<file path="src/rtl/axis_traffic_gen.sv">
// AXI-Stream traffic generator: Bernoulli injection, random destination, timestamp + per-destination sequence payload.
// Optional AXIS_TG_DROP_COUNT_EN adds a dropped_events counter for injection events lost to a full queue.
module axis_traffic_gen #(
  parameter int unsigned SEED          = 2,
  parameter int unsigned COUNT_WIDTH   = 32,
  parameter int unsigned TID           = 0,
  parameter int unsigned TDATA_WIDTH   = 64,
  parameter int unsigned TDEST_WIDTH   = 2,
  parameter int unsigned TID_WIDTH     = 2,
  parameter int unsigned NUM_ROUTERS   = 4,
  parameter int unsigned BACKLOG_DEPTH = 8
) (
  input  logic                                      clk,
  input  logic                                      rst,
  input  logic [15:0]                               load,
  input  logic [COUNT_WIDTH-1:0]                    num_packets,
  input  logic                                      start,
  input  logic [TDATA_WIDTH/2-1:0]                  ticks,
  output logic                                      done,
  output logic [NUM_ROUTERS-1:0][COUNT_WIDTH-1:0]   sent_packets,
  output logic [COUNT_WIDTH-1:0]                    total_sent_packets,
`ifdef AXIS_TG_DROP_COUNT_EN
  output logic [COUNT_WIDTH-1:0]                    dropped_events,
`endif
  output logic                                      axis_out_tvalid,
  input  logic                                      axis_out_tready,
  output logic [TDATA_WIDTH-1:0]                    axis_out_tdata,
  output logic                                      axis_out_tlast,
  output logic [TID_WIDTH-1:0]                      axis_out_tid,
  output logic [TDEST_WIDTH-1:0]                    axis_out_tdest
);
  localparam int unsigned TICK_W = TDATA_WIDTH / 2;
  localparam int unsigned PTR_W  = $clog2(BACKLOG_DEPTH);
  localparam int unsigned CNT_W  = PTR_W + 1;
  localparam logic [15:0] SEED_A_RAW = SEED[15:0];
  localparam logic [15:0] SEED_B_RAW = SEED[15:0] ^ 16'hACE1;
  localparam logic [15:0] SEED_A = (SEED_A_RAW == 16'd0) ? 16'd1 : SEED_A_RAW;
  localparam logic [15:0] SEED_B = (SEED_B_RAW == 16'd0) ? 16'd1 : SEED_B_RAW;

  localparam logic [1:0] S_IDLE = 2'd0;
  localparam logic [1:0] S_RUN  = 2'd1;
  localparam logic [1:0] S_DONE = 2'd2;

  function automatic logic [15:0] lfsr_next(input logic [15:0] l);
    return {l[14:0], l[15] ^ l[14] ^ l[12] ^ l[3]};
  endfunction

  logic [1:0]                             r_state, w_state_next;
  logic                                   r_done;
  logic [15:0]                            r_lfsr_a, r_lfsr_b;
  logic [COUNT_WIDTH-1:0]                 r_gen_count, r_total;
  logic [NUM_ROUTERS-1:0][COUNT_WIDTH-1:0] r_sent;
  logic [TICK_W-1:0]                      r_q_tick [BACKLOG_DEPTH];
  logic [TDEST_WIDTH-1:0]                 r_q_dest [BACKLOG_DEPTH];
  logic [PTR_W-1:0]                       r_wr_ptr, r_rd_ptr;
  logic [CNT_W-1:0]                       r_cnt;
  logic                                   r_tvalid, r_tlast;
  logic [TDATA_WIDTH-1:0]                 r_tdata;
  logic [TDEST_WIDTH-1:0]                 r_tdest;

  logic                   w_run, w_start_run, w_event, w_out_free, w_hs;
  logic                   w_q_empty, w_q_full, w_pop, w_push_ok, w_bypass, w_q_wr;
  logic [TDEST_WIDTH-1:0] w_dest, w_ld_dest;
  logic [TICK_W-1:0]      w_ld_tick;
  logic [COUNT_WIDTH-1:0] w_ld_cnt;

  assign w_run       = (r_state == S_RUN);
  assign w_start_run = (r_state == S_IDLE) && start;
  assign w_event     = w_run && (r_lfsr_a < load) && (r_gen_count < num_packets);
  assign w_hs        = r_tvalid && axis_out_tready;
  assign w_out_free  = !r_tvalid || axis_out_tready;
  assign w_q_empty   = (r_cnt == '0);
  assign w_q_full    = (r_cnt == CNT_W'(BACKLOG_DEPTH));
  assign w_pop       = w_out_free && !w_q_empty;
  // A full queue still accepts a push when the head leaves in the same cycle.
  assign w_push_ok   = w_event && (!w_q_full || w_pop);
  assign w_bypass    = w_push_ok && w_out_free && w_q_empty;
  assign w_q_wr      = w_push_ok && !w_bypass;
  assign w_dest      = TDEST_WIDTH'(32'(r_lfsr_b) % NUM_ROUTERS);

  // Beat to load; its sequence number accounts for a handshake to the same dest this cycle.
  always_comb begin
    w_ld_dest = w_pop ? r_q_dest[r_rd_ptr] : w_dest;
    w_ld_tick = w_pop ? r_q_tick[r_rd_ptr] : ticks;
    w_ld_cnt  = r_sent[w_ld_dest];
    if (w_hs && (r_tdest == w_ld_dest)) w_ld_cnt = w_ld_cnt + COUNT_WIDTH'(1);
  end

  always_comb begin
    w_state_next = r_state;
    case (r_state)
      S_IDLE: if (start) w_state_next = S_RUN;
      S_RUN:  if ((r_gen_count == num_packets) && w_q_empty && !r_tvalid) w_state_next = S_DONE;
      S_DONE: if (!start) w_state_next = S_IDLE;
      default: w_state_next = S_IDLE;
    endcase
  end

  always_ff @(posedge clk or posedge rst) begin
    if (rst) begin
      r_state  <= S_IDLE;
      r_done   <= 1'b0;
      r_lfsr_a <= SEED_A;
      r_lfsr_b <= SEED_B;
    end else begin
      r_state <= w_state_next;
      r_done  <= (w_state_next == S_DONE);
      if (w_run) begin
        r_lfsr_a <= lfsr_next(r_lfsr_a);
        r_lfsr_b <= lfsr_next(r_lfsr_b);
      end
    end
  end

  always_ff @(posedge clk or posedge rst) begin
    if (rst) begin
      r_gen_count <= '0;
      r_total     <= '0;
      r_sent      <= '0;
      r_wr_ptr    <= '0;
      r_rd_ptr    <= '0;
      r_cnt       <= '0;
    end else if (w_start_run) begin
      r_gen_count <= '0;
      r_total     <= '0;
      r_sent      <= '0;
      r_wr_ptr    <= '0;
      r_rd_ptr    <= '0;
      r_cnt       <= '0;
    end else begin
      if (w_push_ok) r_gen_count <= r_gen_count + COUNT_WIDTH'(1);
      if (w_hs) begin
        r_sent[r_tdest] <= r_sent[r_tdest] + COUNT_WIDTH'(1);
        r_total         <= r_total + COUNT_WIDTH'(1);
      end
      if (w_q_wr) r_wr_ptr <= r_wr_ptr + PTR_W'(1);
      if (w_pop)  r_rd_ptr <= r_rd_ptr + PTR_W'(1);
      case ({w_q_wr, w_pop})
        2'b10:   r_cnt <= r_cnt + CNT_W'(1);
        2'b01:   r_cnt <= r_cnt - CNT_W'(1);
        default: r_cnt <= r_cnt;
      endcase
    end
  end

  always_ff @(posedge clk) begin
    if (w_q_wr) begin
      r_q_tick[r_wr_ptr] <= ticks;
      r_q_dest[r_wr_ptr] <= w_dest;
    end
  end

  always_ff @(posedge clk or posedge rst) begin
    if (rst) begin
      r_tvalid <= 1'b0;
      r_tdata  <= '0;
      r_tdest  <= '0;
      r_tlast  <= 1'b0;
    end else if (w_out_free) begin
      r_tvalid <= w_pop || w_bypass;
      if (w_pop || w_bypass) begin
        r_tdata <= {w_ld_tick, TICK_W'(w_ld_cnt)};
        r_tdest <= w_ld_dest;
        r_tlast <= 1'b1;
      end
    end
  end

`ifdef AXIS_TG_DROP_COUNT_EN
  logic [COUNT_WIDTH-1:0] r_dropped;
  always_ff @(posedge clk or posedge rst) begin
    if (rst)                         r_dropped <= '0;
    else if (w_start_run)            r_dropped <= '0;
    else if (w_event && !w_push_ok)  r_dropped <= r_dropped + COUNT_WIDTH'(1);
  end
  assign dropped_events = r_dropped;
`endif

  assign done               = r_done;
  assign sent_packets       = r_sent;
  assign total_sent_packets = r_total;
  assign axis_out_tvalid    = r_tvalid;
  assign axis_out_tdata     = r_tdata;
  assign axis_out_tdest     = r_tdest;
  assign axis_out_tlast     = r_tlast;
  assign axis_out_tid       = TID_WIDTH'(TID);
endmodule

</file>
<file path="config.mk">
export PLATFORM = sky130hd
export DESIGN_NAME = axis_traffic_gen
export DESIGN_NICKNAME = d
export VERILOG_FILES = /design/src/rtl/axis_traffic_gen.sv
export SDC_FILE = /design/constraint.sdc
export NUM_CORES = 1
export LEC_CHECK = 0
export CAP_MARGIN = 30
export CORE_MARGIN = 2
export CORE_UTILIZATION = 62
export DETAILED_ROUTE_END_ITERATION = 6
export DONT_BUFFER_PORTS = 1
export PLACE_DENSITY = 0.78
export SLEW_MARGIN = 20
export SYNTH_ARGS = -nofsm -noshare
export SYNTH_HDL_FRONTEND = slang
export SYNTH_SLANG_ARGS = --single-unit
</file>
<file path="constraint.sdc">
create_clock -name clk -period 12.8 [get_ports clk]
set_clock_uncertainty 0.05 [all_clocks]
set_input_delay 1.28 -clock clk [delete_from_list [all_inputs] [get_ports clk]]
set_output_delay 1.28 -clock clk [all_outputs]
set_load 0.02 [all_outputs]
</file>
### After elaboration in Yosys (flattened, before gate mapping)

Memories as Yosys holds them, arrays and structs flattened.
Cells that the tools add are included.

| operators by class | value |
|---|---|
| add/sub/neg operators | 8 |
| multipliers | 0 |
| divide/modulo/power cells | 0 |
| magnitude comparators | 5 |
| equal/unequal tests | 8 |
| shift-type cells | 0 |
| multiplexer cells | 28 |
| bitwise operators | 6 |
| reductions and logical operators | 28 |

Operators with widths:

| operator | number |
|---|---|
| $mux W32 | 9 |
| $mux W128 | 2 |
| $add A32 B1 Y32 const B | 4 |
| $bmux W32 S2 | 2 |
| $bwmux W128 | 1 |
| $demux W32 S2 | 1 |
| $eq A32 B32 Y1 | 1 |
| $lt A32 B32 Y1 | 1 |
| $lt A16 B16 Y1 | 1 |
| $logic_and A1 B1 Y1 | 13 |
| $mux W3 | 4 |
| $mux W2 | 4 |
| $pmux W4 S2 | 1 |
| $reduce_bool A2 Y1 | 4 |
| $add A3 B1 Y3 const B | 2 |
| $eq A2 B2 Y1 const B | 3 |
| $lt A2 B3 Y1 const B | 2 |
| $pmux W2 S3 | 1 |
| $xor A1 B1 Y1 | 6 |
| $add A4 B1 Y4 const B | 1 |
| $eq A2 B1 Y1 const B | 2 |
| $eq A4 B4 Y1 const B | 1 |
| $logic_not A1 Y1 | 4 |
| $logic_not A4 Y1 | 1 |
| 9 further kinds | 12 |

| word-level totals | value |
|---|---|
| register bits after elaboration | 305 |
| bits in latches | 0 |
| bits in writable memories | 272 |
| memory bits (read-only) | 0 |
| bits of input ports | 84 |
| output and inout bits | 231 |
| logic and storage cells | 102 |
| memories kept | 2 |

Memory list:

| name | depth | bits a word | read ports | clocked after memory_dff | wr ports | line | source |
|---|---|---|---|---|---|---|---|
| r_q_tick | 8 | 32 | 1 | 0 | 1 | 53 | `logic [TICK_W-1:0] r_q_tick [BACKLOG_DEPTH];` |
| r_q_dest | 8 | 2 | 1 | 0 | 1 | 54 | `logic [TDEST_WIDTH-1:0] r_q_dest [BACKLOG_DEPTH];` |

### Logic depth before layout (Yosys ltp)

| depth | value |
|---|---|
| word-level depth | 12 |
| mapped depth | 16 |
| gate-level depth less buffers | 16 |

### Worst setup path after synthesis

No wires, ideal clock.

| timing path | value |
|---|---|
| path kind | input -> register |
| start | input num_packets[22] |
| end | memory r_q_dest[4][0], enable pin |
| library setup time | 523 ps |
| arrival | 6990 ps |
| required time | 12227 ps |
| slack | 5238 ps |
| cell stages on the path | 11 |
| path buffers | 1 |
| path through | inv_1 > ha_1 > and4_1 > nand2_1 > a21oi_1 > a211oi_1 > o311ai_0 > a221oi_1 > clkbuf_1 > nand3_1 > nor4b_1 |

| on the way | value |
|---|---|
| longest elaborated chain between the ends | 9 |

RTL lines:

| item | line | source |
|---|---|---|
| start, declared | 16 | `input logic [COUNT_WIDTH-1:0] num_packets,` |
| $lt A32 B32 Y1 (*) | 69 | `assign w_event = w_run && (r_lfsr_a < load) && (r_gen_count < num_packets);` |
| $logic_and A1 B1 Y1 (*) | 69 |  |
| $logic_and A1 B1 Y1 (*) | 76 | `assign w_push_ok = w_event && (!w_q_full \|\| w_pop);` |
| $logic_and A1 B1 Y1 (2 in series) | 77 | `assign w_bypass = w_push_ok && w_out_free && w_q_empty;` |
| $logic_not A1 Y1 | 78 | `assign w_q_wr = w_push_ok && !w_bypass;` |
| $logic_and A1 B1 Y1 (*) | 78 |  |
| $mux W1 (*) | 147 | `if (w_q_wr) begin` |
| $mux W1 (implied by the code) (*) | 149 | `r_q_dest[r_wr_ptr] <= w_dest;` |
| end, declared | 54 |  |

Mark *: on every way between the ends. The rest lies on a longest branch, timed or not.

### Worst setup path in the final report

| timing path | value |
|---|---|
| start | register r_rd_ptr[1] |
| end | register r_tdata[21] (netlist: axis_out_tdata[21]) |

| on the way | value |
|---|---|
| longest elaborated chain between the ends | 6 |
| elaborated cells between the ends (all ways) | 8 |
| classes of those cells | 1 x add/sub; 1 x eq/ne; 4 x mux; 1 x reduce/logical; 1 x memory |

RTL lines:

| item | line | source |
|---|---|---|
| start, declared | 55 | `logic [PTR_W-1:0] r_wr_ptr, r_rd_ptr;` |
| start signal, assigned | 137 | `if (w_pop) r_rd_ptr <= r_rd_ptr + PTR_W'(1);` |
| $mem_v2 Z8 W2 (*) | -- |  |
| $mux W2 (*) | 83 | `w_ld_dest = w_pop ? r_q_dest[r_rd_ptr] : w_dest;` |
| $bmux W32 S2 | 85 | `w_ld_cnt = r_sent[w_ld_dest];` |
| $mux W32 (implied by the code) | 85 |  |
| $add A32 B1 Y32 | 86 | `if (w_hs && (r_tdest == w_ld_dest)) w_ld_cnt = w_ld_cnt + COUNT_WIDTH'(1);` |
| $mux W32 (*) | 86 |  |
| end signal, assigned | 162 | `r_tdata <= {w_ld_tick, TICK_W'(w_ld_cnt)};` |
| end, declared | 58 | `logic [TDATA_WIDTH-1:0] r_tdata;` |

Mark *: on every way between the ends. The rest lies on a longest branch, timed or not. The select of a mux whose other input is x is not followed.
A chain may end at the register's enable or synchronous reset.

==> metrics <==
status=completed; fillers=2,903; share of layout cells above drive strength 1=0.158; RSZ-0062 raised after global routing=false; Worst Hold Class=reg2reg; largest family of logic cells by synthesized area=multiplexers; commonest non-fill, non-tap cell in the layout=dfrtp_1; Post-Synth Adder-Cell Area=0.0261; Synth Area in Simple Gates=0.114; EDFF count, synth=272; mapped cell area=27,200 µm²; # port buffers=0; final hold vios=0; Yosys cell types=69; clk root buf=clkbuf_16; post-synthesis compound-gate area fraction=0.0825; crit path kind=reg2reg; H-tree depth=2; vias in the first global route=18,600; Worst-Skew Late Latency=0.63 ns; Syn Area/Cell=12.6 µm²; FP Rows=76; die height=213 µm; synth warn=0; Synth Register Bits=577; cells after synthesis=2,154; FF-to-FF setup slack=7.25 ns; Routed WL=69.4 mm; hold_sp=r_lfsr_b[8]; area of the multi-input gates=10,700 µm²; max-cap violations=0; post-CTS sizing=0; hold path depth=1; Final Cycle Share=0.434; Final nets=2,273; Initial Util=0.630; Detailed Place HPWL=44.4 mm; antenna violations before repair=0; Hold EP=r_lfsr_b[9]; Core ar.=43,200 µm²; Initial DRT Pass Iterations=5; CTS Buf Count=59; post-CTS setup buffer count=0; Synth Area in XOR/XNOR=0.0336; RePlAce Congestion=0.944; fmax=180 MHz; pwr dens=209 nW/µm²; reg-to-reg critical path startpoint=r_rd_ptr[1]; CP Capture Type=flop; Setup-failing EPs final=0; Hold WS=0.455 ns; Max rail drop VDD=0.135 mV; worst reg-to-reg path cell count=11; Leakage Power=0.0119 µW; Tightest Pin Transition=1.01 ns; Critical Path Source=r_rd_ptr[1]; crit start category=flop; synthesis-to-finish area growth=10.4%; GRT Util Overall=0.307; clock-pin slew on the worst setup and hold paths=0.07 ns; grt total ovfl=0; Final Max Slew Viols=0; ys async rst share=0.529; DRC violation count after routing=0; clock sink count=577; clk buf depth=3; maximum number of pins on one net before global-route repair=187; worst r2r dst=axis_out_tdata[21]; vias=18,300; setup_tns=0 ns; hold buffers post-CTS=0; Critical Path AT=6.04 ns; CP Max Fanout=69; register area=15,800 µm²; commonest register cell after synthesis=dfrtp_1; die area=45,500 µm²; first-pass GRT wire length=107 mm; GR Util met2=0.500; WL per Instance=25.1 µm; most frequent cells in the layout=dfrtp_1, edfxtp_1, nand2_1, o21ai_0, mux4_2; # diodes=0; post-synthesis mux area share=0.134; Worst EP required=13.30 ns; min Tclk post-route=5.55 ns; Via density=6.62; post-synthesis sequential area ratio=0.582; Routed Antenna Nets=0; met3 Use GR=0.0776; die width=213 µm; CTS tree=done; Relative slew margins=0.329; GR Util met1=0.393; DRT iter0 DRCs=1,638; busiest grt layer=met2; I/O pin count=315
flip-flops by register name, summed over array words and instances (netlist names):
register / cells
done: 1
axis_out_tvalid: 1
r_state: 2
r_gen_count: 32
r_q_tick: 256
r_q_dest: 16
sent_packets: 128
r_lfsr_a: 16
r_cnt: 4
r_wr_ptr: 3
axis_out_tdata: 64
total_sent_packets: 32
r_rd_ptr: 3
r_lfsr_b: 16
axis_out_tlast: 1
axis_out_tdest: 2
layer usage:
layer	share of wire	vias to the layer above
li1	-	7898
met1	0.37	9263
met2	0.49	931
met3	0.095	222
met4	0.043	0
met5	0	-
where the power goes:
| part | leakage, µW | switching (µW) | internal, µW |
|---|---|---|---|
| sequential | 0.00655 | 447 | 2350 |
| combinational | 0.00432 | 924 | 669 |
| clock | 0.00107 | 744 | 1130 |
| total | 0.0119 | 2110 | 4150 |
cell families (layout without fill, tap and decap cells):
family,after synthesis,count (layout)
simple gates,630,630
flops,577,577
compound gates,388,388
mux,219,219
buf+inv,181,209
xor+xnor,102,102
fa+ha+maj,56,56
other cells,1,2
final cells by class:
type / instances / area share
Clock inverter: 38 / 0.0169
Multi-Input combinational cell: 1397 / 0.357
Tap cell: 585 / 0.0244
Timing Repair Buffer: 36 / 0.0114
Sequential cell: 577 / 0.527
Inverter: 62 / 0.00801
Clock buffer: 73 / 0.0547
cells in the mapped netlist, types with 5 or more instances:
cell | instances | area [µm²]
a211oi_1 | 5 | 37.5
a21o_1 | 19 | 143
a21oi_1 | 85 | 425
a22o_1 | 16 | 140
a22oi_1 | 7 | 52.6
a31o_2 | 6 | 52.6
a31oi_1 | 16 | 100
and2_1 | 13 | 81.3
and3_1 | 29 | 181
and4_1 | 7 | 61.3
buf_1 | 20 | 75.1
buf_2 | 13 | 65.1
buf_4 | 6 | 45.0
buf_6 | 6 | 67.6
clkbuf_1 | 73 | 274
dfrtp_1 | 295 | 7380
dfstp_2 | 10 | 263
edfxtp_1 | 272 | 8170
ha_1 | 55 | 688
inv_1 | 62 | 233
mux2_2 | 36 | 405
mux2i_1 | 71 | 711
mux4_2 | 111 | 2500
nand2_1 | 241 | 905
nand2b_1 | 19 | 119
nand3_1 | 51 | 255
nand4_1 | 47 | 294
nor2_1 | 111 | 417
nor2b_1 | 25 | 156
nor3_1 | 18 | 90.1
nor3b_1 | 8 | 60.1
nor4_1 | 12 | 75.1
o211ai_1 | 5 | 37.5
o21ai_0 | 207 | 1040
or3_1 | 26 | 163
xnor2_1 | 43 | 377
xor2_1 | 58 | 508
through the flow:
stage	instance area (µm²)	total power [µW]	utilization	instances	setup slack (ns)
floorplan	27200	3930	-	2155	3.06
detailed placement	27800	4390	0.645	2656	6.76
global placement	27800	4290	0.643	2654	6.81
finish	30000	6260	0.695	2768	7.25
CTS	30000	6270	0.694	2767	6.71
global route	30000	6520	0.695	2768	6.82
critical path, cell delays in order, from the launching register on:
cell	delay, ns
dfrtp_2	0.71
buf_4	0.71
mux2i_1	0.27
nand3_1	0.14
a41oi_4	0.43
buf_4	0.72
a21oi_1	0.17
a22oi_2	0.35
nand4_1	0.59
or3_1	0.66
or3_1	0.40
a31oi_1	0.18
worst max-delay path by stage:
stage / endpoint / slack [ns] / depth (start not counted)
finish: axis_out_tdata[21] / 7.25 / 11
global route: axis_out_tdata[21] / 6.82 / 11
CTS: axis_out_tdata[21] / 6.71 / 11
detailed placement: axis_out_tdata[25] / 6.76 / 11
global placement: axis_out_tdata[25] / 6.81 / 10
floorplan: axis_out_tdata[0] / 3.06 / 1
No activity file was read; power rests on OpenSTA's default activity.
